[src/rtl/vram_pkg.sv]
// Shared parameters, state/owner enums and the scroll address helper for the VRAM arbiter.
package vram_pkg;

    localparam int ADDR_W    = 11;
    localparam int DATA_W    = 8;
    localparam int NUM_WORDS = 1536;
    localparam int COLS      = 64;
    localparam int ROWS      = NUM_WORDS / COLS;
    localparam int SCROLL_W  = 5;

    typedef enum logic [1:0] {
        C_IDLE,
        C_WAIT,
        C_ACK
    } cpu_state_t;

    typedef enum logic {
        OWN_DISP,
        OWN_CPU
    } rd_owner_t;

    // Rotates a text address down by whole rows; one subtract suffices because
    // a valid base plus at most ROWS-1 rows stays below 2*NUM_WORDS.
    function automatic logic [ADDR_W-1:0] wrap_addr(
        input logic [ADDR_W-1:0]   base,
        input logic [SCROLL_W-1:0] row
    );
        logic [ADDR_W:0] sum;
        sum = {1'b0, base} + ((ADDR_W+1)'(row) * (ADDR_W+1)'(COLS));
        if (sum >= (ADDR_W+1)'(NUM_WORDS)) begin
            sum = sum - (ADDR_W+1)'(NUM_WORDS);
        end
        return sum[ADDR_W-1:0];
    endfunction

endpackage

[src/rtl/vram_rd_tag.sv]
// Two-stage valid/owner pipeline that follows each RAM read so its data can be
// steered to the display or the CPU when it comes back.
module vram_rd_tag
    import vram_pkg::*;
(
    input  logic      clk,
    input  logic      rst,
    input  logic      issue_valid,
    input  rd_owner_t issue_owner,
    output logic      q_valid,
    output rd_owner_t q_owner,
    output logic      out_valid,
    output rd_owner_t out_owner
);

    logic      valid_reg [2];
    rd_owner_t owner_reg [2];

    // Stage 0 marks the cycle mem_q is valid; stage 1 marks the cycle the
    // registered copy is presented downstream.
    always_ff @(posedge clk or posedge rst) begin
        if (rst) begin
            valid_reg[0] <= 1'b0;
            valid_reg[1] <= 1'b0;
            owner_reg[0] <= OWN_DISP;
            owner_reg[1] <= OWN_DISP;
        end else begin
            valid_reg[0] <= issue_valid;
            owner_reg[0] <= issue_owner;
            valid_reg[1] <= valid_reg[0];
            owner_reg[1] <= owner_reg[0];
        end
    end

    assign q_valid   = valid_reg[0];
    assign q_owner   = owner_reg[0];
    assign out_valid = valid_reg[1];
    assign out_owner = owner_reg[1];

endmodule

[src/rtl/vram_arbiter.sv]
// Single-port text RAM arbiter: display fetches always win the slot, the CPU
// uses free slots via req/ack. Define VRAM_SCROLL_EN for the row-scroll register.
module vram_arbiter
    import vram_pkg::*;
(
    input  logic              CLOCK_50,
    input  logic              RESET,
    input  logic              disp_req,
    input  logic [ADDR_W-1:0] disp_addr,
    output logic [DATA_W-1:0] disp_data,
    output logic              disp_valid,
    input  logic              cpu_req,
    input  logic              cpu_we,
    input  logic [ADDR_W-1:0] cpu_addr,
    input  logic [DATA_W-1:0] cpu_wdata,
    output logic [DATA_W-1:0] cpu_rdata,
    output logic              cpu_ack,
    output logic              cpu_err,
    output logic [ADDR_W-1:0] mem_addr,
    output logic              mem_rden,
    output logic              mem_wren,
    output logic [DATA_W-1:0] mem_wdata,
    input  logic [DATA_W-1:0] mem_q
);

    logic              disp_pend_reg;
    logic [ADDR_W-1:0] disp_addr_reg;
    logic [ADDR_W-1:0] disp_issue_addr;
    logic [DATA_W-1:0] disp_data_reg;
    cpu_state_t        c_state_reg, c_state_next;
    logic              cpu_err_reg, cpu_err_next;
    logic [DATA_W-1:0] cpu_rdata_reg;
    logic              scroll_hit;
    logic              scroll_wr;
    logic              scroll_rd;

    logic              tag_q_valid, tag_out_valid;
    rd_owner_t         tag_q_owner, tag_out_owner;
    rd_owner_t         issue_owner;

`ifdef VRAM_SCROLL_EN
    logic [SCROLL_W-1:0] scroll_row_reg;

    assign scroll_hit      = (cpu_addr == ADDR_W'(NUM_WORDS));
    assign disp_issue_addr = wrap_addr(disp_addr_reg, scroll_row_reg);

    always_ff @(posedge CLOCK_50 or posedge RESET) begin
        if (RESET) begin
            scroll_row_reg <= '0;
        end else if (scroll_wr) begin
            scroll_row_reg <= cpu_wdata[SCROLL_W-1:0];
        end
    end
`else
    assign scroll_hit      = 1'b0;
    assign disp_issue_addr = disp_addr_reg;
`endif

    // A pending fetch always issues the cycle after it is latched, so a new
    // strobe in that same cycle simply reloads the slot.
    always_ff @(posedge CLOCK_50 or posedge RESET) begin
        if (RESET) begin
            disp_pend_reg <= 1'b0;
            disp_addr_reg <= '0;
        end else begin
            disp_pend_reg <= disp_req;
            if (disp_req) begin
                disp_addr_reg <= disp_addr;
            end
        end
    end

    always_comb begin
        c_state_next = c_state_reg;
        cpu_err_next = cpu_err_reg;
        mem_addr     = '0;
        mem_rden     = 1'b0;
        mem_wren     = 1'b0;
        mem_wdata    = '0;
        scroll_wr    = 1'b0;
        scroll_rd    = 1'b0;
        issue_owner  = OWN_DISP;

        case (c_state_reg)
            C_WAIT:  c_state_next = C_ACK;
            C_ACK:   c_state_next = C_IDLE;
            default: c_state_next = C_IDLE;
        endcase

        if (disp_pend_reg) begin
            mem_addr = disp_issue_addr;
            mem_rden = 1'b1;
        end else if (c_state_reg == C_IDLE && cpu_req && !RESET) begin
            // The held request keeps the bus combinational, so reset must mask it.
            cpu_err_next = 1'b0;
            c_state_next = C_ACK;
            if (scroll_hit) begin
                if (!cpu_we) begin
                    scroll_rd = 1'b1;
                end else if (cpu_wdata < DATA_W'(ROWS)) begin
                    scroll_wr = 1'b1;
                end else begin
                    cpu_err_next = 1'b1;
                end
            end else if (cpu_addr >= ADDR_W'(NUM_WORDS)) begin
                cpu_err_next = 1'b1;
            end else if (cpu_we) begin
                mem_addr  = cpu_addr;
                mem_wren  = 1'b1;
                mem_wdata = cpu_wdata;
            end else begin
                mem_addr     = cpu_addr;
                mem_rden     = 1'b1;
                issue_owner  = OWN_CPU;
                c_state_next = C_WAIT;
            end
        end
    end

    always_ff @(posedge CLOCK_50 or posedge RESET) begin
        if (RESET) begin
            c_state_reg <= C_IDLE;
            cpu_err_reg <= 1'b0;
        end else begin
            c_state_reg <= c_state_next;
            cpu_err_reg <= cpu_err_next;
        end
    end

    vram_rd_tag u_rd_tag (
        .clk         (CLOCK_50),
        .rst         (RESET),
        .issue_valid (mem_rden),
        .issue_owner (issue_owner),
        .q_valid     (tag_q_valid),
        .q_owner     (tag_q_owner),
        .out_valid   (tag_out_valid),
        .out_owner   (tag_out_owner)
    );

    // Read data is steered purely by the tag, never by the CPU state.
    always_ff @(posedge CLOCK_50 or posedge RESET) begin
        if (RESET) begin
            disp_data_reg <= '0;
            cpu_rdata_reg <= '0;
        end else begin
            if (tag_q_valid && tag_q_owner == OWN_DISP) begin
                disp_data_reg <= mem_q;
            end
            if (tag_q_valid && tag_q_owner == OWN_CPU) begin
                cpu_rdata_reg <= mem_q;
            end
`ifdef VRAM_SCROLL_EN
            if (scroll_rd) begin
                cpu_rdata_reg <= DATA_W'(scroll_row_reg);
            end
`endif
        end
    end

    assign disp_data  = disp_data_reg;
    assign disp_valid = tag_out_valid && (tag_out_owner == OWN_DISP);
    assign cpu_rdata  = cpu_rdata_reg;
    assign cpu_ack    = (c_state_reg == C_ACK);
    assign cpu_err    = (c_state_reg == C_ACK) && cpu_err_reg;

endmodule

[config.mk]
export PLATFORM = sky130hd
export DESIGN_NAME = vram_arbiter
export DESIGN_NICKNAME = d
export VERILOG_FILES = /design/src/rtl/vram_pkg.sv /design/src/rtl/vram_rd_tag.sv /design/src/rtl/vram_arbiter.sv
export SDC_FILE = /design/constraint.sdc
export NUM_CORES = 1
export LEC_CHECK = 0
export CORE_ASPECT_RATIO = 2
export CORE_MARGIN = 3
export CORE_UTILIZATION = 38
export CTS_CLUSTER_SIZE = 16
export DETAILED_ROUTE_END_ITERATION = 6
export PLACE_DENSITY_LB_ADDON = 0.25
export SYNTH_ARGS = -nofsm -noshare
export SYNTH_HDL_FRONTEND = slang
export SYNTH_SLANG_ARGS = --single-unit
[constraint.sdc]
create_clock -name CLOCK_50 -period 1.7 [get_ports CLOCK_50]
set_clock_uncertainty 0.05 [all_clocks]
set_input_delay 0.34 -clock CLOCK_50 [delete_from_list [all_inputs] [get_ports CLOCK_50]]
set_output_delay 0.34 -clock CLOCK_50 [all_outputs]
set_load 0.05 [all_outputs]
# Word-level counts from Yosys, hierarchy flattened
# Index checks and enable logic that the tools add are counted.
[totals] reg_bits=35 input_bits=43 output_inout_bits=40 wordCells=47
[op_classes] order_cmp=1 n_eq_ne=2 mux=22 n_bitwise=3 reduce_logical=9
[ops] operator="$mux 11" count=3
[ops] operator="$mux 8" count=4
[ops] operator="$ge 11x11->1 const B" count=1
[ops] operator="$mux 1" count=10
[ops] operator="$mux 2" count=5
[ops] operator="$logic_and 1x1->1" count=6
[ops] operator="$not 1->1" count=3
[ops] operator="$eq 2x1->1 const B" count=1
[ops] operator="$eq 2x2->1 const B" count=1
[ops] operator="$logic_not 2->1" count=1
[ops] operator="$reduce_and 2->1" count=1
[ops] operator="$logic_not 1->1" count=1

# Logic depth before layout (Yosys ltp)
[depth] word_depth=5 depth_mapped=4 ltp_nobuf=3

# Cells and area by module
# Synthesis repeated with hierarchy kept, for this count alone.
[unflattened] cells_unflattened=128 hier_area_um2=1541.5
[modules_own_cells] module="vram_arbiter" instances=1 cells_each=123 area_per_inst_um2=1437.6 seq_area_each_um2=775.7
[modules_own_cells] module="vram_rd_tag" instances=1 cells_each=5 area_per_inst_um2=103.8 seq_area_each_um2=100.1

# Worst setup path before layout
# Ideal clock, no wire load.
[synth_timing] path_type="reg2out" from="reg u_rd_tag.q_owner (netlist name)" to="out mem_addr[1]" arrival_ps=2188 required_time_ps=1310 slack_ps=-878 path_stages_with_launch=5 n_path_buf=1 cell_sequence="dfrtp_1 -> nor4b_4 -> buf_2 -> nand3_1 -> o21ai_0"
[synth_lines] item="end: declaration" line_no="vram_arbiter.sv:19" source="output logic [ADDR_W-1:0] mem_addr,"

==> impl_metrics.tcl <==
set metrics [dict create \
    r2r-start "u_rd_tag.q_owner" \
    cts_sinks 34 \
    vias 1370 \
    tns_ns -8.548 \
    cts_tree "built" \
    crit_path_top_delay_cell "dfrtp_2" \
    worstPathRequired_ns 1.31 \
    setup_viol 21 \
    cp.arrival_ns 1.76 \
    p_per_area_nw_per_um2 921.5 \
    total_power_mw 2.795 \
    tightestPinTransition_ns 0.3800 \
    cts-root-buf "clkbuf_8" \
    ys_dominant_reg_cell "dfrtp_1" \
    crit_type "reg2out" \
    relSlewSlack_pct 74.61 \
    yosysSeqAreaShare_pct 56.38 \
    start_util_pct 40.52 \
    synth_top_area_cell "dfrtp_1" \
    synth_top_area_share_pct 56.38 \
    drt_iter0_drc 17 \
    drtAntennaViolNets 0 \
    reg2reg_slack_ns 0.25 \
    grt_pass1_vias 1561 \
    cts_buffer_depth 2 \
    yosys_warnings 0 \
    h-tree-depth 2 \
    maxSlewViolCount 0 \
    hold_viol 0 \
    viasPerCell 4.982 \
    r2r_cells 3 \
    drc 0 \
    path_cells "nor4b_4, buf_6, nand3_1, o21ai_2, buf_12" \
    critical_path.endpoint_type "primary output" \
    fin_hold_ws_ns 0.2174 \
    min_period_ns 2.146 \
    die_area_um2 4809 \
    drive_gt1_share_pct 54.87 \
    cts_made_buffers 5 \
    clk_pin_slew_worst_paths_ns 0.08 \
    final_common_cell "clkdlybuf4s50_1" \
    r2r_end "cpu_rdata[5]" \
    largest_reg_flops 11 \
    synthTopCellsByArea "dfrtp_1 56%, mux2_2 20%, and2_1 3.7%" \
    critPathLaunchType "flip-flop" \
    synth_area_per_cell_um2 11.98 \
    holdCritPathClass "in2async" \
    antenna_found_initial 0 \
    p_leak_nw 1.295 \
    synth_edf_count 0 \
    synthesis.instances 126 \
    gp_routability_congestion 0.7042 \
    syn_nets 169 \
    finalNetCount 268 \
    async_reset_ff_share_pct 100.0 \
    dpl_worst_slack_ns -0.5464 \
    wirelength_um 4730 \
    placement.io_buffers 82 \
    hpwl_um 3600 \
    core_um2 3724 \
    rsz0062_at_grt "yes" \
    fmax_mhz 466.0 \
    area_growth_pct 101.0 \
    outcome "complete, but fails checks" \
    cp_max_fo 11 \
    num_antenna_cells 0 \
    wl_per_cell_um 17.20 \
    grt_pass1_wl_um 7327 \
    fillers 224 \
    first_pass_iters 4 \
    clk_latency_ns 0.29 \
    cts_hold_buf 0 \
    ys_types 18 \
    violations "negative setup slack" \
    fin_ws_ns -0.4461 \
    ios 83 \
    ir_drop_mv 0.8741 \
    die_w_um 50.56 \
    finalCritPeriodShare_pct 126.2 \
    final_cell_mix "40 x clkdlybuf4s50_1, 33 x dfrtp_1, 29 x buf_4" \
    die_h_um 95.12 \
    rows 31 \
    max_cap_violations 0 \
    cpPeakStageDelay_ns 0.43 \
    grt_start_max_net_pins 35 \
    synth_area_um2 1509 \
    synth_seq_cells 34 \
    grt_usage_pct 20.21 \
    overflow 0 \
]
area by class of cell:
type / instances / area, um^2 / area share [%]
Multi-Input combinational cell: 82 / 812.0 / 26.77
Sequential cell: 34 / 852.1 / 28.09
Inverter: 3 / 11.26 / 0.3713
Clock buffer: 5 / 68.82 / 2.269
Tap cell: 49 / 61.31 / 2.021
Timing Repair Buffer: 99 / 1182 / 38.99
Clock inverter: 3 / 45.04 / 1.485
kinds of logic after synthesis:
kind of cell,after synthesis,share of synthesized area (%)
compound gates,14,4.892
buf+inv,10,2.654
flops,34,56.39
mux,28,20.81
simple gates,40,15.26
Yosys cell counts (all sizes together) (2+ instances only):
master / count
and2: 9
buf: 2
clkbuf: 5
dfrtp: 34
inv: 3
mux2: 27
nand2: 13
nand3: 9
nand3b: 2
nor2b: 4
o21ai: 11
critical path: cells and delay by family (launching register included):
kind | cells | cell delay, ns
buf+inv | 2 | 0.39
simple gates | 2 | 0.46
compound gates | 1 | 0.19
flops | 1 | 0.43
metal layers:
| layer | vias to the layer above | global-route usage, % | wire (um) |
|---|---|---|---|
| met1 | 665 | 19.00 | 1471 |
| met5 | - | 0 | 0 |
| met4 | 0 | 6.067 | 87 |
| li1 | 629 | - | - |
| met3 | 10 | 5.477 | 336 |
| met2 | 66 | 40.50 | 2835 |
worst max-delay path by stage:
stage,from,end
3_3_place_gp,RESET,mem_addr[7]
4_1_cts,u_rd_tag.q_owner,mem_wdata[2]
3_5_place_dp,RESET,mem_addr[7]
5_1_grt,u_rd_tag.q_owner,mem_addr[4]
6_report,u_rd_tag.q_owner,mem_addr[0]
2_1_floorplan,c_state_reg[1],mem_wdata[0]
power by group:
group	switching (mW)	internal (mW)	leakage, nW
logic	0.603	0.460	0.842
registers	0.0606	0.920	0.402
clock network	0.315	0.436	0.0504
total	0.979	1.82	1.29
stage by stage:
step | instances | cell area, um^2 | util [%]
after global placement | 266 | 2860 | 76.81
after CTS | 275 | 3004 | 80.68
after floorplan | 126 | 1672 | -
after global routing | 275 | 3033 | 81.45
final | 275 | 3033 | 81.45
after detailed placement | 266 | 2860 | 76.81
timing repair:
item | in CTS | in global routing
resized for setup | 7 | 6
buffers inserted | 2 | 0
endpoints found under the setup margin | 22 | 22
pin swaps | 3 | 1
No activity file was read; power rests on OpenSTA's default activity.
